`src/rtl/vegeta_output_collector.sv`:
```
// rtl/vegeta_output_collector.sv - drain side of the VEGETA array: deskew, row packing, FWFT row FIFO
// Rows leave the FIFO over valid/ready with a per-job last tag and a done pulse.
module vegeta_output_collector #(
  parameter int M_SCALED      = 4,
  parameter int ALPHA         = 4,
  parameter int ADD_DATAWIDTH = 32,
  parameter int FIFO_DEPTH    = 4,
  parameter int ROW_CNT_W     = 16
) (
  input  logic                                      clk,
  input  logic                                      rst,
  input  logic                                      start,
  input  logic [ROW_CNT_W-1:0]                      num_rows,
  input  logic [ALPHA*ADD_DATAWIDTH-1:0]            acc_in [0:M_SCALED-1],
  input  logic                                      col0_valid,
  output logic [M_SCALED*ALPHA*ADD_DATAWIDTH-1:0]   out_data,
  output logic                                      out_valid,
  input  logic                                      out_ready,
  output logic                                      out_last,
  output logic                                      busy,
  output logic                                      done,
  output logic                                      overflow
);

  localparam int CW    = ALPHA * ADD_DATAWIDTH;
  localparam int ROW_W = M_SCALED * CW;
  localparam int PTR_W = $clog2(FIFO_DEPTH);
  localparam int CNT_W = PTR_W + 1;

  typedef enum logic [1:0] {
    S_IDLE    = 2'd0,
    S_COLLECT = 2'd1,
    S_DRAIN   = 2'd2
  } state_t;

  state_t               state_q, state_d;
  logic [ROW_CNT_W-1:0] num_rows_q, num_rows_d;
  logic [ROW_CNT_W-1:0] rows_seen_q, rows_seen_d;
  logic                 last_dropped_q, last_dropped_d;
  logic                 overflow_q, overflow_d;
  logic                 done_q, done_d;

  logic [ROW_W:0]       mem_q [FIFO_DEPTH];
  logic [PTR_W-1:0]     wr_ptr_q, wr_ptr_d;
  logic [PTR_W-1:0]     rd_ptr_q, rd_ptr_d;
  logic [CNT_W-1:0]     count_q, count_d;

  logic [ROW_W-1:0]     aligned_row;
  logic                 aligned_valid;
  logic                 flush;
  logic                 push_req;
  logic                 push_last;
  logic                 push;
  logic                 pop;
  logic                 fifo_full;
  logic [ROW_W:0]       head;

  // Column j is delayed M_SCALED-1-j cycles so every column of a row lines up with the last one.
  for (genvar j = 0; j < M_SCALED; j++) begin : g_col
    localparam int NREG = M_SCALED - 1 - j;
    if (NREG == 0) begin : g_pass
      assign aligned_row[j*CW +: CW] = acc_in[j];
    end else begin : g_dly
      logic [CW-1:0] dly_q [NREG];
      always_ff @(posedge clk) begin
        if (rst) begin
          for (int k = 0; k < NREG; k++) dly_q[k] <= '0;
        end else begin
          dly_q[0] <= acc_in[j];
          for (int k = 1; k < NREG; k++) dly_q[k] <= dly_q[k-1];
        end
      end
      assign aligned_row[j*CW +: CW] = dly_q[NREG-1];
    end
  end

  if (M_SCALED == 1) begin : g_vnone
    assign aligned_valid = col0_valid;
  end else begin : g_vpipe
    logic [M_SCALED-2:0] vpipe_q;
    always_ff @(posedge clk) begin
      if (rst || flush) begin
        vpipe_q <= '0;
      end else begin
        vpipe_q[0] <= col0_valid;
        for (int k = 1; k < M_SCALED - 1; k++) vpipe_q[k] <= vpipe_q[k-1];
      end
    end
    assign aligned_valid = vpipe_q[M_SCALED-2];
  end

  assign head      = mem_q[rd_ptr_q];
  assign out_valid = (count_q != '0);
  assign out_data  = out_valid ? head[ROW_W-1:0] : '0;
  assign out_last  = out_valid & head[ROW_W];
  assign fifo_full = (count_q == CNT_W'(FIFO_DEPTH));
  assign pop       = out_valid & out_ready;
  assign push      = push_req & (~fifo_full | pop);
  assign flush     = (state_q == S_IDLE) && start && (num_rows != '0);

  assign busy      = (state_q != S_IDLE);
  assign done      = done_q;
  assign overflow  = overflow_q;

  always_comb begin
    state_d        = state_q;
    num_rows_d     = num_rows_q;
    rows_seen_d    = rows_seen_q;
    last_dropped_d = last_dropped_q;
    overflow_d     = overflow_q;
    done_d         = 1'b0;
    push_req       = 1'b0;
    push_last      = 1'b0;
    case (state_q)
      S_IDLE: begin
        if (start) begin
          overflow_d = 1'b0;
          if (num_rows == '0) begin
            done_d = 1'b1;
          end else begin
            state_d        = S_COLLECT;
            num_rows_d     = num_rows;
            rows_seen_d    = '0;
            last_dropped_d = 1'b0;
          end
        end
      end
      S_COLLECT: begin
        if (aligned_valid) begin
          push_req    = 1'b1;
          rows_seen_d = rows_seen_q + ROW_CNT_W'(1);
          if (rows_seen_q == num_rows_q - ROW_CNT_W'(1)) begin
            push_last      = 1'b1;
            state_d        = S_DRAIN;
            last_dropped_d = fifo_full & ~pop;
          end
        end
      end
      S_DRAIN: begin
        // A dropped last row leaves no tag behind, so the job ends when the FIFO runs dry.
        if ((pop && out_last) ||
            (last_dropped_q && ((count_q == '0) || (pop && count_q == CNT_W'(1))))) begin
          state_d = S_IDLE;
          done_d  = 1'b1;
        end
      end
      default: state_d = S_IDLE;
    endcase
    if (push_req && fifo_full && !pop) overflow_d = 1'b1;
  end

  always_comb begin
    wr_ptr_d = wr_ptr_q;
    rd_ptr_d = rd_ptr_q;
    count_d  = count_q;
    if (push) wr_ptr_d = wr_ptr_q + PTR_W'(1);
    if (pop)  rd_ptr_d = rd_ptr_q + PTR_W'(1);
    case ({push, pop})
      2'b10:   count_d = count_q + CNT_W'(1);
      2'b01:   count_d = count_q - CNT_W'(1);
      default: count_d = count_q;
    endcase
  end

  always_ff @(posedge clk) begin
    if (rst) begin
      state_q        <= S_IDLE;
      num_rows_q     <= '0;
      rows_seen_q    <= '0;
      last_dropped_q <= 1'b0;
      overflow_q     <= 1'b0;
      done_q         <= 1'b0;
      wr_ptr_q       <= '0;
      rd_ptr_q       <= '0;
      count_q        <= '0;
    end else begin
      state_q        <= state_d;
      num_rows_q     <= num_rows_d;
      rows_seen_q    <= rows_seen_d;
      last_dropped_q <= last_dropped_d;
      overflow_q     <= overflow_d;
      done_q         <= done_d;
      wr_ptr_q       <= wr_ptr_d;
      rd_ptr_q       <= rd_ptr_d;
      count_q        <= count_d;
    end
  end

  always_ff @(posedge clk) begin
    if (push) mem_q[wr_ptr_q] <= {push_last, aligned_row};
  end

endmodule

```
`config.mk`:
```
export PLATFORM = sky130hd
export DESIGN_NAME = vegeta_output_collector
export DESIGN_NICKNAME = d
export VERILOG_FILES = /design/src/rtl/vegeta_output_collector.sv
export SDC_FILE = /design/constraint.sdc
export NUM_CORES = 2
export LEC_CHECK = 0
export ABC_AREA = 1
export CAP_MARGIN = 0
export CORE_ASPECT_RATIO = 0.9
export CORE_UTILIZATION = 51
export DETAILED_ROUTE_END_ITERATION = 8
export PLACE_DENSITY = 0.74
export SLEW_MARGIN = 40
export SYNTH_ARGS = -nofsm -noshare
export SYNTH_HDL_FRONTEND = slang
export SYNTH_SLANG_ARGS = --single-unit
```
`constraint.sdc`:
```
create_clock -name clk -period 27.9 [get_ports clk]
set_input_delay 5.58 -clock clk [delete_from_list [all_inputs] [get_ports clk]]
set_output_delay 5.58 -clock clk [all_outputs]
set_load 0.02 [all_outputs]
```
* After elaboration in Yosys (flattened, before gate mapping)
Memories as Yosys holds them, arrays and structs flattened. A register that Yosys moved wholly into a read port is not among the register bits.
Index checks and enable logic that the tools add are counted.
** Storage, ports and cells
- RAM bits :: 2820
- Register bits :: 47
- ROM bits :: 0
- Bits of input ports :: 533
- Output and inout port bits :: 517
- Memories kept :: 4
- Latch bits :: 0
** Operators by class
- Bitwise gates (word level) :: 13
- Shift operators :: 0
- $mul :: 0
- Multiplexer cells :: 43
- Add/sub/neg operators :: 6
- Order comparisons :: 0
- Reductions and logical operators :: 27
- Div/mod/pow operators :: 0
- Equal/unequal tests :: 12
** Memory list
- mem_q :: depth 4, bits a word 513, read ports 1, clocked after memory_dff 1, write ports 1, RTL line 43 : logic [ROW_W:0] mem_q [FIFO_DEPTH];
- g_col[0].g_dly.dly_q :: depth 3, bits a word 128, read ports 3, clocked after memory_dff 0, write ports 3, RTL line 64 : logic [CW-1:0] dly_q [NREG];
- g_col[1].g_dly.dly_q :: depth 2, bits a word 128, read ports 2, clocked after memory_dff 0, write ports 2, RTL line 64
- g_col[2].g_dly.dly_q :: depth 1, bits a word 128, read ports 1, clocked after memory_dff 0, write ports 1, RTL line 64
** Operators with widths (number)
- two-way mux 128 bit :: 6
- two-way mux 512 bit :: 1
- OR reduction 128 bit :: 1
- two-way mux 16 bit :: 3
- one-hot mux 16 bit (2 select lines) :: 1
- two-way mux 1 bit :: 21
- adder 16 x 1 -> 16 bit, second input constant :: 1
- equality test 16 bit :: 1
- zero test 16 bit :: 1
- nonzero test 16 bit :: 1
- subtractor 16 x 1 -> 16 bit, second input constant :: 1
- two-way mux 2 bit :: 7
- != test 2 bit, second input constant :: 5
- AND reduction 5 bit :: 2
- nonzero test 2 bit :: 5
- logical AND 1 bit :: 7
- bitwise OR 1 bit :: 6
- one-hot mux 2 bit (3 select lines) :: 1
- one-hot mux 3 bit (2 select lines) :: 1
- adder 2 x 1 -> 2 bit, second input constant :: 2
- bitwise AND 1 bit :: 4
- equality test 2 x 1 -> 1 bit, second input constant :: 2
- equality test 2 bit, second input constant :: 2
- one-hot mux 1 bit (2 select lines) :: 2
- 13 further kinds :: 17

* Logic depth before layout (Yosys ltp)
- Depth after elaboration :: 8
- Gate-level depth with buffers :: 16
- Depth with buffers taken out :: 16

* Worst setup path after synthesis
Ideal clock, no wire load.
- Kind :: input-to-reg
- From :: input out_ready
- To :: memory mem_q[0][0] in the netlist's numbering (enable)
- Path buffers :: 0
- Required time :: 26498 ps
- Arrival time :: 27117 ps
- Stages :: 4
- Path slack :: -619 ps
- Cells stage by stage :: nor3_1 > nor2_1 > inv_1 > nor2_1
** Between the ends
- Longest elaborated chain between the ends :: 5
** Ends and longest elaborated chain
- start, declared :: RTL line 18 : input logic out_ready,
- bitwise AND 1 bit :: RTL line 97 : assign pop = out_valid & out_ready;
- bitwise OR 1 bit :: RTL line 98 : assign push = push_req & (~fifo_full | pop);
- bitwise AND 1 bit :: RTL line 98
- two-way mux 1 bit :: RTL line 190 : if (push) mem_q[wr_ptr_q] <= {push_last, aligned_row};
- two-way mux 1 bit (implied by the code) :: RTL line 190
- end, declared :: RTL line 43
No other way between the ends.

==> impl_results.md <==
* Post-Route WL at 266000 µm
* Hold wc startpoint: g_col[0].g_dly.dly_q[0][21]
* Crit path cell chain: inv_16, buf_16, buf_16, buf_4, clkbuf_8, buf_6, o21ai_0, a21oi_1, clkdlybuf4s50_1
* Ports at 1050
* PortBufs at roughly 1000
* Max Slew Vio Count at 0
* Crit path largest cell delay at slightly below 800 ps
* Post-CTS Setup Repair Bufs at 0
* Register-to-register setup slack at 22140 ps
* Post-DP HPWL at between 150000 and 200000 µm
* Vias at 67600
* Antenna viol nets, final at 0
* Most area-consuming cells after synthesis: edfxtp_1 60%, dfxtp_1 16%, nor2_1 10%
* Worst setup margin at approximately 16000 ps
* Unrepaired setup endpoints after global routing: false
* Fin Setup TNS at 0 ps
* Largest net degree at the start of global routing at 203
* Power Density at 85.6 mW/mm²
* Worst slew margin at ~42%
* # rows at roughly 160
* CTS clock-pin slew for the worst setup and hold paths at about 60 ps
* Hold_buf cts at 0
* Final worst-path cycle share at between 40% and 50%
* Core ar. at between 0.2 and 0.25 mm²
* Initial Util at 51.4%
* Nature of the critical path endpoint: output pin
* CTS Buf Count at roughly 300
* First-pass GRT wire length at roughly 400000 µm
* Layout cells sized above 1 at 5.47%
* Synth Cell Area at slightly above 0.1 mm²
* Hold path endpoint: g_col[0].g_dly.dly_q[0][149]
* RR Startpoint: state_q[0]
* Most common cell in the netlist: nor2_1
* CP arrival at around 6100 ps
* Syn Area/Cell at roughly 12 µm²
* Async SR Flop Fraction at 0%
* GRT Overall Usage at between 20% and 30%
* Net Count, Synth at around 9400
* Top cell by count, worst path: buf_16
* Worst path top cell family by delay: buffers and inverters
* Critical path class: reg -> out
* Leading area contributor after synthesis: edfxtp_1
* CTS sink count at approximately 2900
* Horiz. Die Dim at about 480 µm
* DR iter-0 viols at between 6000 and 7000
* CP max FO at between 150 and 200
* CP max stage cell: buf_4
* DIE HEIGHT at ~430 µm
* Placed cell areas at ~0.12 mm²
* Leakage power at between 40 and 50 nW
* Place WS at about 17000 ps
* VDD IR max at 0.0671 mV
* GP Congestion at a little over 0.9
* Post-cts resize count at 0
* Root Buffer: clkbuf_16
* EDFF count, synth at between 2000 and 2500
* Die ar. at between 0.2 and 0.25 mm²
* Tmin final at between 10000 and 15000 ps
* Synth top area share at approximately three fifths
* Synth Register Bits at roughly 2900
* Final Setup Violations at 0
* Nets at 10400
* Critical path buffers and inverters at 7
* Drt wl/cell at 20.8 µm
* Residual DRC at 0
* FF-to-FF path depth at 11
* Max Cap Viol at 0
* Clock Skews at 68.8 ps
* Post-Layout Inst Area at around 0.13 mm²
* Htree depth at 5
* Most frequent cells after synthesis: 2868 x nor2_1, 2052 x edfxtp_1, 943 x o21ai_0
* Final Hold Fails at 0
* Synth Flop Type: edfxtp_1
* Seq/Total Area, Yosys at between 70% and 80%
* Hold path cells at 2
* CTS tree: built
* Vias in the first global route at about 65000
* Clock Path Buffers at 4
* Worst-Margin Slew at about 870 ps
* Final hold slack at roughly 350 ps
* Setup crit start kind: flip-flop
* Yosys warns at 0
* GRT Residual Overflow at 0
* Vias per inst at 5.29
* Initial antenna violation count at 63
* Worst hold path type: reg -> reg
* Area Growth Syn to Fin at 22.2%
* Inst Count DP at about 12000
* Highest clock rate at 85.9 MHz
* Drt pass-1 iters at 6
* WP data required at 22320 ps
* Final Non-Filler Cells at around 13000
* Yosys cell types at 33
* Filler Cell Count at approximately 15000
* R2R Path End: mem_q[1][16]
* Status: finished, final reports clean
* Clk Latency, worst-skew pair at 920 ps
* Post-synthesis cell count at 8899
## metrics by stage
step	utilization, %	power (mW)
after CTS	62.5	10.8
after global routing	62.8	11.1
final	62.8	10.8
after detailed placement	57.8	6.98
after global placement	57.6	6.94
after floorplan	-	5.89
## registers in the layout (all words and copies together) (netlist names), named ones only
| signal | flops |
|---|---|
| g_vpipe.vpipe_q | 3 |
| rd_ptr_q | 2 |
| mem_q | 2052 |
| done | 1 |
| count_q | 3 |
| g_col.g_dly.dly_q | 768 |
| state_q | 2 |
| num_rows_q | 16 |
| rows_seen_q | 16 |
| overflow | 1 |
| wr_ptr_q | 2 |
| last_dropped_q | 1 |
## tightest hold or removal path: stages (launching register included)
cell and delay (ps):
dfxtp_1 290, inv_1 40, nor2_1 30
## routing by layer
layer	vias to the layer above	part of all wire (%)	track usage (%)
met4	22	5.8	15.3
met5	-	0.052	0
met1	32600	38	32.1
met2	2878	49	40.8
met3	642	7.4	4.53
li1	31400	-	-
## report_power, final
group	total, mW	internal [mW]	switching, mW	leakage (nW)
logic	2.28	0.786	1.49	16.1
registers	4.64	4.60	0.0391	25.5
clock network	3.87	2.30	1.57	4.64
## placed cells by master (no fill, tap or decap), drive strengths merged
| cell | instances |
|---|---|
| bufinv | 26 |
| diode | 46 |
| nand4 | 8 |
| buf | 97 |
| clkdlybuf4s50 | 1048 |
| nand2 | 120 |
| a211oi | 1 |
| dfxtp | 817 |
| clkbuf | 398 |
| a32o | 1 |
| edfxtp | 2052 |
| o311ai | 1 |
| clkinv | 72 |
| a21oi | 554 |
| clkinvlp | 6 |
| ha | 11 |
| o21ai | 1051 |
| nand3 | 29 |
| nand3b | 4 |
| xnor2 | 4 |
| xor2 | 15 |
| nor3 | 10 |
| nor4 | 6 |
| inv | 854 |
| a31oi | 1 |
| nor2 | 2876 |
## worst max path at each step
stage / start / to / cells past startpoint / slack [ps]
after global placement: flip-flop / out_data[425] / 9 / 16450
after floorplan: out_ready / mem_q[0][0] / 4 / -620
after global routing: flip-flop / out_data[367] / 9 / 15960
after CTS: flip-flop / out_data[466] / 9 / 15830
after detailed placement: flip-flop / out_data[425] / 9 / 16900
final: flip-flop / out_data[367] / 9 / 16260
## final cells by class
type	instances	area (µm²)	share of cell area, %
diodes	46	115	0.0913
clock inverters	114	1260	1.00
inverters	844	3190	2.53
repair buffers	1146	11900	9.46
clock buffers	397	8180	6.49
multi-input cells	4692	20000	15.9
well taps	2686	3360	2.67
flip-flops and latches	2869	78000	61.9
## cell families after synthesis
logic type,Yosys count,share of synthesized area [%]
and+or+nand+nor,3053,11.3
DFF,2869,75.6
AOI/OAI and AO/OA,1609,7.82
buffers and inverters,1338,5.02
xor gates and xnor gates,19,0.161
adders and majority gates,11,0.133
No activity file was read; power rests on OpenSTA's default activity.
